==> src/rtl/connect4_move_input.sv <==
// Button front end for the Connect-4 engine: edge detection, cursor movement
// with wrap and auto-repeat, and a single-entry valid/ready move request.
module connect4_move_input #(
  parameter int NUM_COLS     = 7,
  parameter int REPEAT_DELAY = 25_000_000,
  parameter int REPEAT_RATE  = 10_000_000
) (
  input  logic       clk,
  input  logic       rst_n,
  input  logic       enable,
  input  logic       btn_left,
  input  logic       btn_right,
  input  logic       btn_drop,
  input  logic       btn_pop,
  output logic [2:0] cursor_col,
  output logic       move_valid,
  output logic [2:0] move_col,
  output logic       move_pop,
  input  logic       move_ready
);

  localparam int MAXV = (REPEAT_DELAY > REPEAT_RATE) ? REPEAT_DELAY : REPEAT_RATE;
  localparam int CW   = $clog2(MAXV + 1);
  localparam logic [CW-1:0] DLY_M1  = CW'(REPEAT_DELAY - 1);
  localparam logic [CW-1:0] RATE_M1 = CW'(REPEAT_RATE - 1);
  localparam logic [2:0]    LAST    = 3'(NUM_COLS - 1);

  typedef enum logic {IDLE, REQ} state_t;

  typedef struct packed {
    logic [2:0] col;
    logic       pop;
  } move_t;

  state_t        state, state_nx;
  move_t         mv;
  logic [3:0]    prev;      // {pop, drop, right, left}
  logic [CW-1:0] cnt;
  logic          rep_fast;  // first repeat done, now stepping at REPEAT_RATE

  logic press_l, press_r, press_d, press_p;
  logic active, launch, one_held, lr_edge, rep_hit, step, run;

  assign press_l  = btn_left  & ~prev[0];
  assign press_r  = btn_right & ~prev[1];
  assign press_d  = btn_drop  & ~prev[2];
  assign press_p  = btn_pop   & ~prev[3];

  assign active   = (state == IDLE) & enable;
  assign launch   = active & (press_d ^ press_p);
  assign one_held = btn_left ^ btn_right;
  assign lr_edge  = (btn_left ^ prev[0]) | (btn_right ^ prev[1]);
  assign rep_hit  = rep_fast ? (cnt == RATE_M1) : (cnt == DLY_M1);

  // run: a single direction is being held steadily in an idle, enabled cycle
  assign run  = active & one_held & ~launch & ~lr_edge;
  assign step = active & one_held & ~launch & (lr_edge ? (press_l | press_r) : rep_hit);

  always_ff @(posedge clk) begin
    if (!rst_n) state <= IDLE;
    else        state <= state_nx;
  end

  always_comb begin
    state_nx   = state;
    move_valid = 1'b0;
    case (state)
      IDLE: if (launch) state_nx = REQ;
      REQ: begin
        move_valid = 1'b1;
        if (move_ready) state_nx = IDLE;
      end
      default: state_nx = IDLE;
    endcase
  end

  always_ff @(posedge clk) begin
    if (!rst_n) begin
      prev       <= {btn_pop, btn_drop, btn_right, btn_left};
      cursor_col <= 3'd0;
      mv         <= '0;
      cnt        <= '0;
      rep_fast   <= 1'b0;
    end else begin
      prev <= {btn_pop, btn_drop, btn_right, btn_left};

      if (launch) mv <= '{col: cursor_col, pop: press_p};

      if (step) begin
        if (btn_left) cursor_col <= (cursor_col == 3'd0) ? LAST : cursor_col - 3'd1;
        else          cursor_col <= (cursor_col == LAST) ? 3'd0 : cursor_col + 3'd1;
      end

      if (!run) begin
        cnt      <= '0;
        rep_fast <= 1'b0;
      end else if (rep_hit) begin
        cnt      <= '0;
        rep_fast <= 1'b1;
      end else begin
        cnt      <= cnt + 1'b1;
      end
    end
  end

  assign move_col = mv.col;
  assign move_pop = mv.pop;

endmodule

==> config.mk <==
export PLATFORM = sky130hd
export DESIGN_NAME = connect4_move_input
export DESIGN_NICKNAME = d
export VERILOG_FILES = /design/src/rtl/connect4_move_input.sv
export SDC_FILE = /design/constraint.sdc
export NUM_CORES = 1
export LEC_CHECK = 0
export CAP_MARGIN = 10
export CORE_MARGIN = 4
export CORE_UTILIZATION = 56
export CTS_CLUSTER_SIZE = 20
export DETAILED_ROUTE_END_ITERATION = 10
export HOLD_SLACK_MARGIN = 0.12
export PLACE_DENSITY = 0.78
export SYNTH_ARGS = -nofsm -noshare
export SYNTH_HDL_FRONTEND = slang
export SYNTH_SLANG_ARGS = --single-unit
==> constraint.sdc <==
create_clock -name clk -period 2.9 [get_ports clk]
set_input_delay 0.29 -clock clk [delete_from_list [all_inputs] [get_ports clk]]
set_output_delay 0.29 -clock clk [all_outputs]
set_load 0.01 [all_outputs]
==> impl_table.tex <==
\begin{tabular}{lr}
\hline
Metric & Value \\
\hline
\multicolumn{2}{l}{\textbf{STA}} \\
Hold WS & 0.3967 ns \\
Final worst path period share & 77.54\% \\
Slew at the pin closest to its max-slew limit & 0.5368 ns \\
Number of endpoints with negative hold slack in the final report & 0 \\
Unrepaired setup endpoints after global routing & false \\
Tightest slew margin relative to the limit & 64.11\% \\
Tmin final & 2.249 ns \\
Setup violation total in the final timing report & 0 \\
Setup Total Neg Slack & 0 ns \\
Highest achievable clock rate & 444.7 MHz \\
Clk\_skew & 0.005728 ns \\
Final Slew Violations & 0 \\
\multicolumn{2}{l}{\textbf{Logic synthesis}} \\
Most area-consuming cells after synthesis & sky130\_fd\_sc\_hd\_\_dfxtp\_1 41\%, sky130\_fd\_sc\_hd\_\_xnor2\_1 10\%, sky130\_fd\_sc\_hd\_\_nor2\_1 6.7\%, sky130\_fd\_sc\_hd\_\_ha\_1 5.4\%, sky130\_fd\_sc\_hd\_\_nand2\_1 4.1\% \\
Nets in the synthesized netlist & 227 \\
Prevailing post-synth register cell & sky130\_fd\_sc\_hd\_\_dfxtp\_1 \\
Portion of the post-synthesis area used by sequential elements & 41.16\% \\
Fraction of synthesized cell area in xor and xnor cells & 11.85\% \\
Number of instances in the synthesized netlist & 211 \\
Post-Syn Area & 1848 um2 \\
Count of flip-flops with a built-in enable after synthesis & 0 \\
Synth Area in Compound Gates & 6.906\% \\
Async set-reset flop share out of synthesis & 0\% \\
Number of distinct library cells after synthesis & 38 \\
Mean area per synthesized cell & 8.758 um2 \\
Largest family of logic cells by synthesized area & simple AND/OR/NAND/NOR gates \\
Synthesis-stage register bit count & 38 \\
Synth top area share & 41.16\% \\
Number of warnings reported in the yosys synthesis log & 0 \\
Proportion of synthesized area in mux cells & 2.167\% \\
Fraction of the mapped netlist area in simple logic gates & 28.44\% \\
Adder-Cell Fraction of Synth Area & 5.416\% \\
Post-synth top area cell & sky130\_fd\_sc\_hd\_\_dfxtp\_1 \\
\multicolumn{2}{l}{\textbf{Hold path}} \\
Worst min-delay path class & primary input to flip-flop \\
Hold Path Stages & 1 \\
\multicolumn{2}{l}{\textbf{Critical path}} \\
Critical Path RT & 3.14 ns \\
Startpoint class of the critical path & flip-flop \\
Worst EP arrival & 2.49 ns \\
Worst Setup End Kind & flip-flop \\
Largest fanout on the critical path & 25 \\
Worst Reg-to-Reg Cells & 6 \\
Critical setup path kind & flip-flop to flip-flop \\
\multicolumn{2}{l}{\textbf{Flow run}} \\
Reported max-cap violation count & 0 \\
\multicolumn{2}{l}{\textbf{Floorplanning}} \\
Die span in x & 65.45 um \\
Vertical die dimension & 65.45 um \\
Floorplan Core Area & 3103 um2 \\
Io pins & 16 \\
Initial Util & 59.56\% \\
Area of the die & 4283 um2 \\
Site row count & 20 \\
\multicolumn{2}{l}{\textbf{Global routing}} \\
Antenna violations before repair & 0 \\
Combined global-route utilization of all metal layers & 19.41\% \\
Remaining global-route overflow & 0 \\
Number of global-route vias before repair & 1453 \\
Pin count of the biggest net entering global routing & 26 \\
First-pass GRT wire length & 6479 um \\
\multicolumn{2}{l}{\textbf{Routing}} \\
Initial detailed-routing violation count & 72 \\
ANT nets after route & 0 \\
Pre-Repair DR Iteration Count & 4 \\
Total number of vias & 1490 \\
Post-detailed-route via-to-cell ratio & 5.458 \\
DRC Markers & 0 \\
Wire length reported by the detailed router & 3579 um \\
Routed length per instance & 13.11 um \\
\multicolumn{2}{l}{\textbf{Clock network}} \\
Sink count of the clock tree & 38 \\
Buffer depth of the longest clock path & 2 \\
Post-CTS setup-driven buffer insertion count & 0 \\
Number of gates resized after cts & 0 \\
Clock latency reported for the late side of the worst-skew pair & 0.35 ns \\
Clock buffer count from CTS & 5 \\
Buffer type at the clock tree root & sky130\_fd\_sc\_hd\_\_clkbuf\_4 \\
Hold-fix buffers, CTS & 0 \\
Clock tree from TritonCTS & yes \\
H-tree Lvls & 2 \\
Clock input transition at the sequential cells of the worst setup and hold paths & 0.11 ns \\
\multicolumn{2}{l}{\textbf{Power}} \\
Worst vdd rail ir drop & 465.0 uV \\
Leak & 0.0006773 uW \\
Total power of the final layout & 1061 uW \\
Power per standard cell area & 497.3 nW/um2 \\
\multicolumn{2}{l}{\textbf{Layout}} \\
Share of cells above drive strength 1 & 4.803\% \\
Layout overhead on the synthesized area & 15.50\% \\
\# diodes & 0 \\
Util after Layout & 68.79\% \\
Final Net Count & 244 \\
\multicolumn{2}{l}{\textbf{Place}} \\
Number of input and output port buffers inserted & 15 \\
Final HPWL DP & 2615 um \\
Final weighted congestion of routability-driven global placement & 0.7961 \\
\multicolumn{2}{l}{\textbf{Status}} \\
Run status & completed \\
\hline
\end{tabular}
[where the power goes]
group / internal (uW) / switching [uW] / total, uW
clock network: 292 / 176 / 468
registers: 528 / 5.11 / 533
logic: 29.5 / 30.5 / 60.0
total: 850 / 212 / 1060
[per-layer routing]
| layer | part of all wire, % | track usage (%) | wire length, um |
|---|---|---|---|
| met1 | 45 | 23.13 | 1615 |
| met2 | 48 | 32.36 | 1717 |
| met3 | 5.2 | 5.812 | 186 |
| met4 | 1.6 | 8.031 | 59 |
| met5 | 0 | 0 | 0 |
[registers in the layout (all words and copies together), names as in the netlist]
register    flops
move_col        3
cnt            25
prev            4
move_pop        1
state           1
rep_fast        1
cursor_col      3
[logic make-up (layout without fill, tap and decap cells)]
| group | count (synthesis) | in the layout |
|---|---|---|
| flip-flops | 38 | 38 |
| multiplexers | 4 | 4 |
| AND/OR/NAND/NOR | 105 | 105 |
| adder cells (fa/ha/maj) | 8 | 8 |
| XOR/XNOR | 25 | 25 |
| buffers and inverters | 15 | 33 |
| AO/OA/AOI/OAI | 16 | 16 |
[cells in the mapped netlist, types with 2 or more instances]
| cell | instances |
|---|---|
| sky130_fd_sc_hd__a21boi_0 | 4 |
| sky130_fd_sc_hd__and3_1 | 3 |
| sky130_fd_sc_hd__buf_6 | 2 |
| sky130_fd_sc_hd__clkbuf_1 | 4 |
| sky130_fd_sc_hd__dfxtp_1 | 38 |
| sky130_fd_sc_hd__ha_1 | 8 |
| sky130_fd_sc_hd__inv_1 | 8 |
| sky130_fd_sc_hd__mux2i_1 | 4 |
| sky130_fd_sc_hd__nand2_1 | 20 |
| sky130_fd_sc_hd__nand2b_1 | 5 |
| sky130_fd_sc_hd__nand3_1 | 13 |
| sky130_fd_sc_hd__nand4_1 | 2 |
| sky130_fd_sc_hd__nor2_1 | 33 |
| sky130_fd_sc_hd__nor2b_1 | 4 |
| sky130_fd_sc_hd__nor3_1 | 7 |
| sky130_fd_sc_hd__nor4_1 | 7 |
| sky130_fd_sc_hd__nor4b_1 | 3 |
| sky130_fd_sc_hd__o2111ai_1 | 2 |
| sky130_fd_sc_hd__o211ai_1 | 2 |
| sky130_fd_sc_hd__xnor2_1 | 21 |
| sky130_fd_sc_hd__xor2_1 | 4 |
[stage by stage]
step	instance area (um2)	setup slack, ns	instances
3_3_place_gp	2023	0.7406	265
4_1_cts	2135	0.6512	273
2_1_floorplan	1848	0.8266	211
6_report	2135	0.6512	273
3_5_place_dp	2023	0.6601	265
5_1_grt	2135	0.4828	273
[layout make-up]
type                            count  area [um2]
Multi-Input combinational cell    158        1012
Timing Repair Buffer               17       165.2
Clock inverter                      2       60.06
Tap cell                           44       55.05
Inverter                            8       30.03
Sequential cell                    38       760.7
Fill cell                         285       968.4
Clock buffer                        6       51.30
[worst max-delay path, cell delays in order, from the launching register on]
cell,delay (ns)
sky130_fd_sc_hd__dfxtp_1,0.38
sky130_fd_sc_hd__or4b_1,0.51
sky130_fd_sc_hd__or3_1,0.34
sky130_fd_sc_hd__a2111oi_2,0.39
sky130_fd_sc_hd__nand2b_1,0.16
sky130_fd_sc_hd__buf_4,0.27
sky130_fd_sc_hd__nor2_1,0.09
[path summary, 6_finish.rpt]
check | start | to | slack (ns)
max | rep_fast | cnt[6] | 0.65
min | btn_drop | prev[2] | 0.40
max reg2reg | rep_fast | cnt[6] | 0.65
min reg2reg | move_col[1] | move_col[1] | 0.48
[layout by cell type (no fill, tap or decap), types with 2 or more instances in the layout]
cell type / instances
sky130_fd_sc_hd__and3_1: 3
sky130_fd_sc_hd__nor3_1: 7
sky130_fd_sc_hd__xor2_1: 4
sky130_fd_sc_hd__nand2b_1: 5
sky130_fd_sc_hd__nor4b_1: 3
sky130_fd_sc_hd__o211ai_1: 2
sky130_fd_sc_hd__nand2_1: 20
sky130_fd_sc_hd__a21boi_0: 4
sky130_fd_sc_hd__buf_4: 2
sky130_fd_sc_hd__ha_1: 8
sky130_fd_sc_hd__nand4_1: 2
sky130_fd_sc_hd__clkdlybuf4s50_1: 15
sky130_fd_sc_hd__nor4_1: 7
sky130_fd_sc_hd__clkbuf_4: 5
sky130_fd_sc_hd__nor2_1: 33
sky130_fd_sc_hd__nor2b_1: 4
sky130_fd_sc_hd__bufinv_16: 2
sky130_fd_sc_hd__inv_1: 8
sky130_fd_sc_hd__o2111ai_1: 2
sky130_fd_sc_hd__nand3_1: 13
sky130_fd_sc_hd__mux2i_1: 4
sky130_fd_sc_hd__dfxtp_1: 38
sky130_fd_sc_hd__xnor2_1: 21
Note: power is estimated with default switching activity, not from simulation.
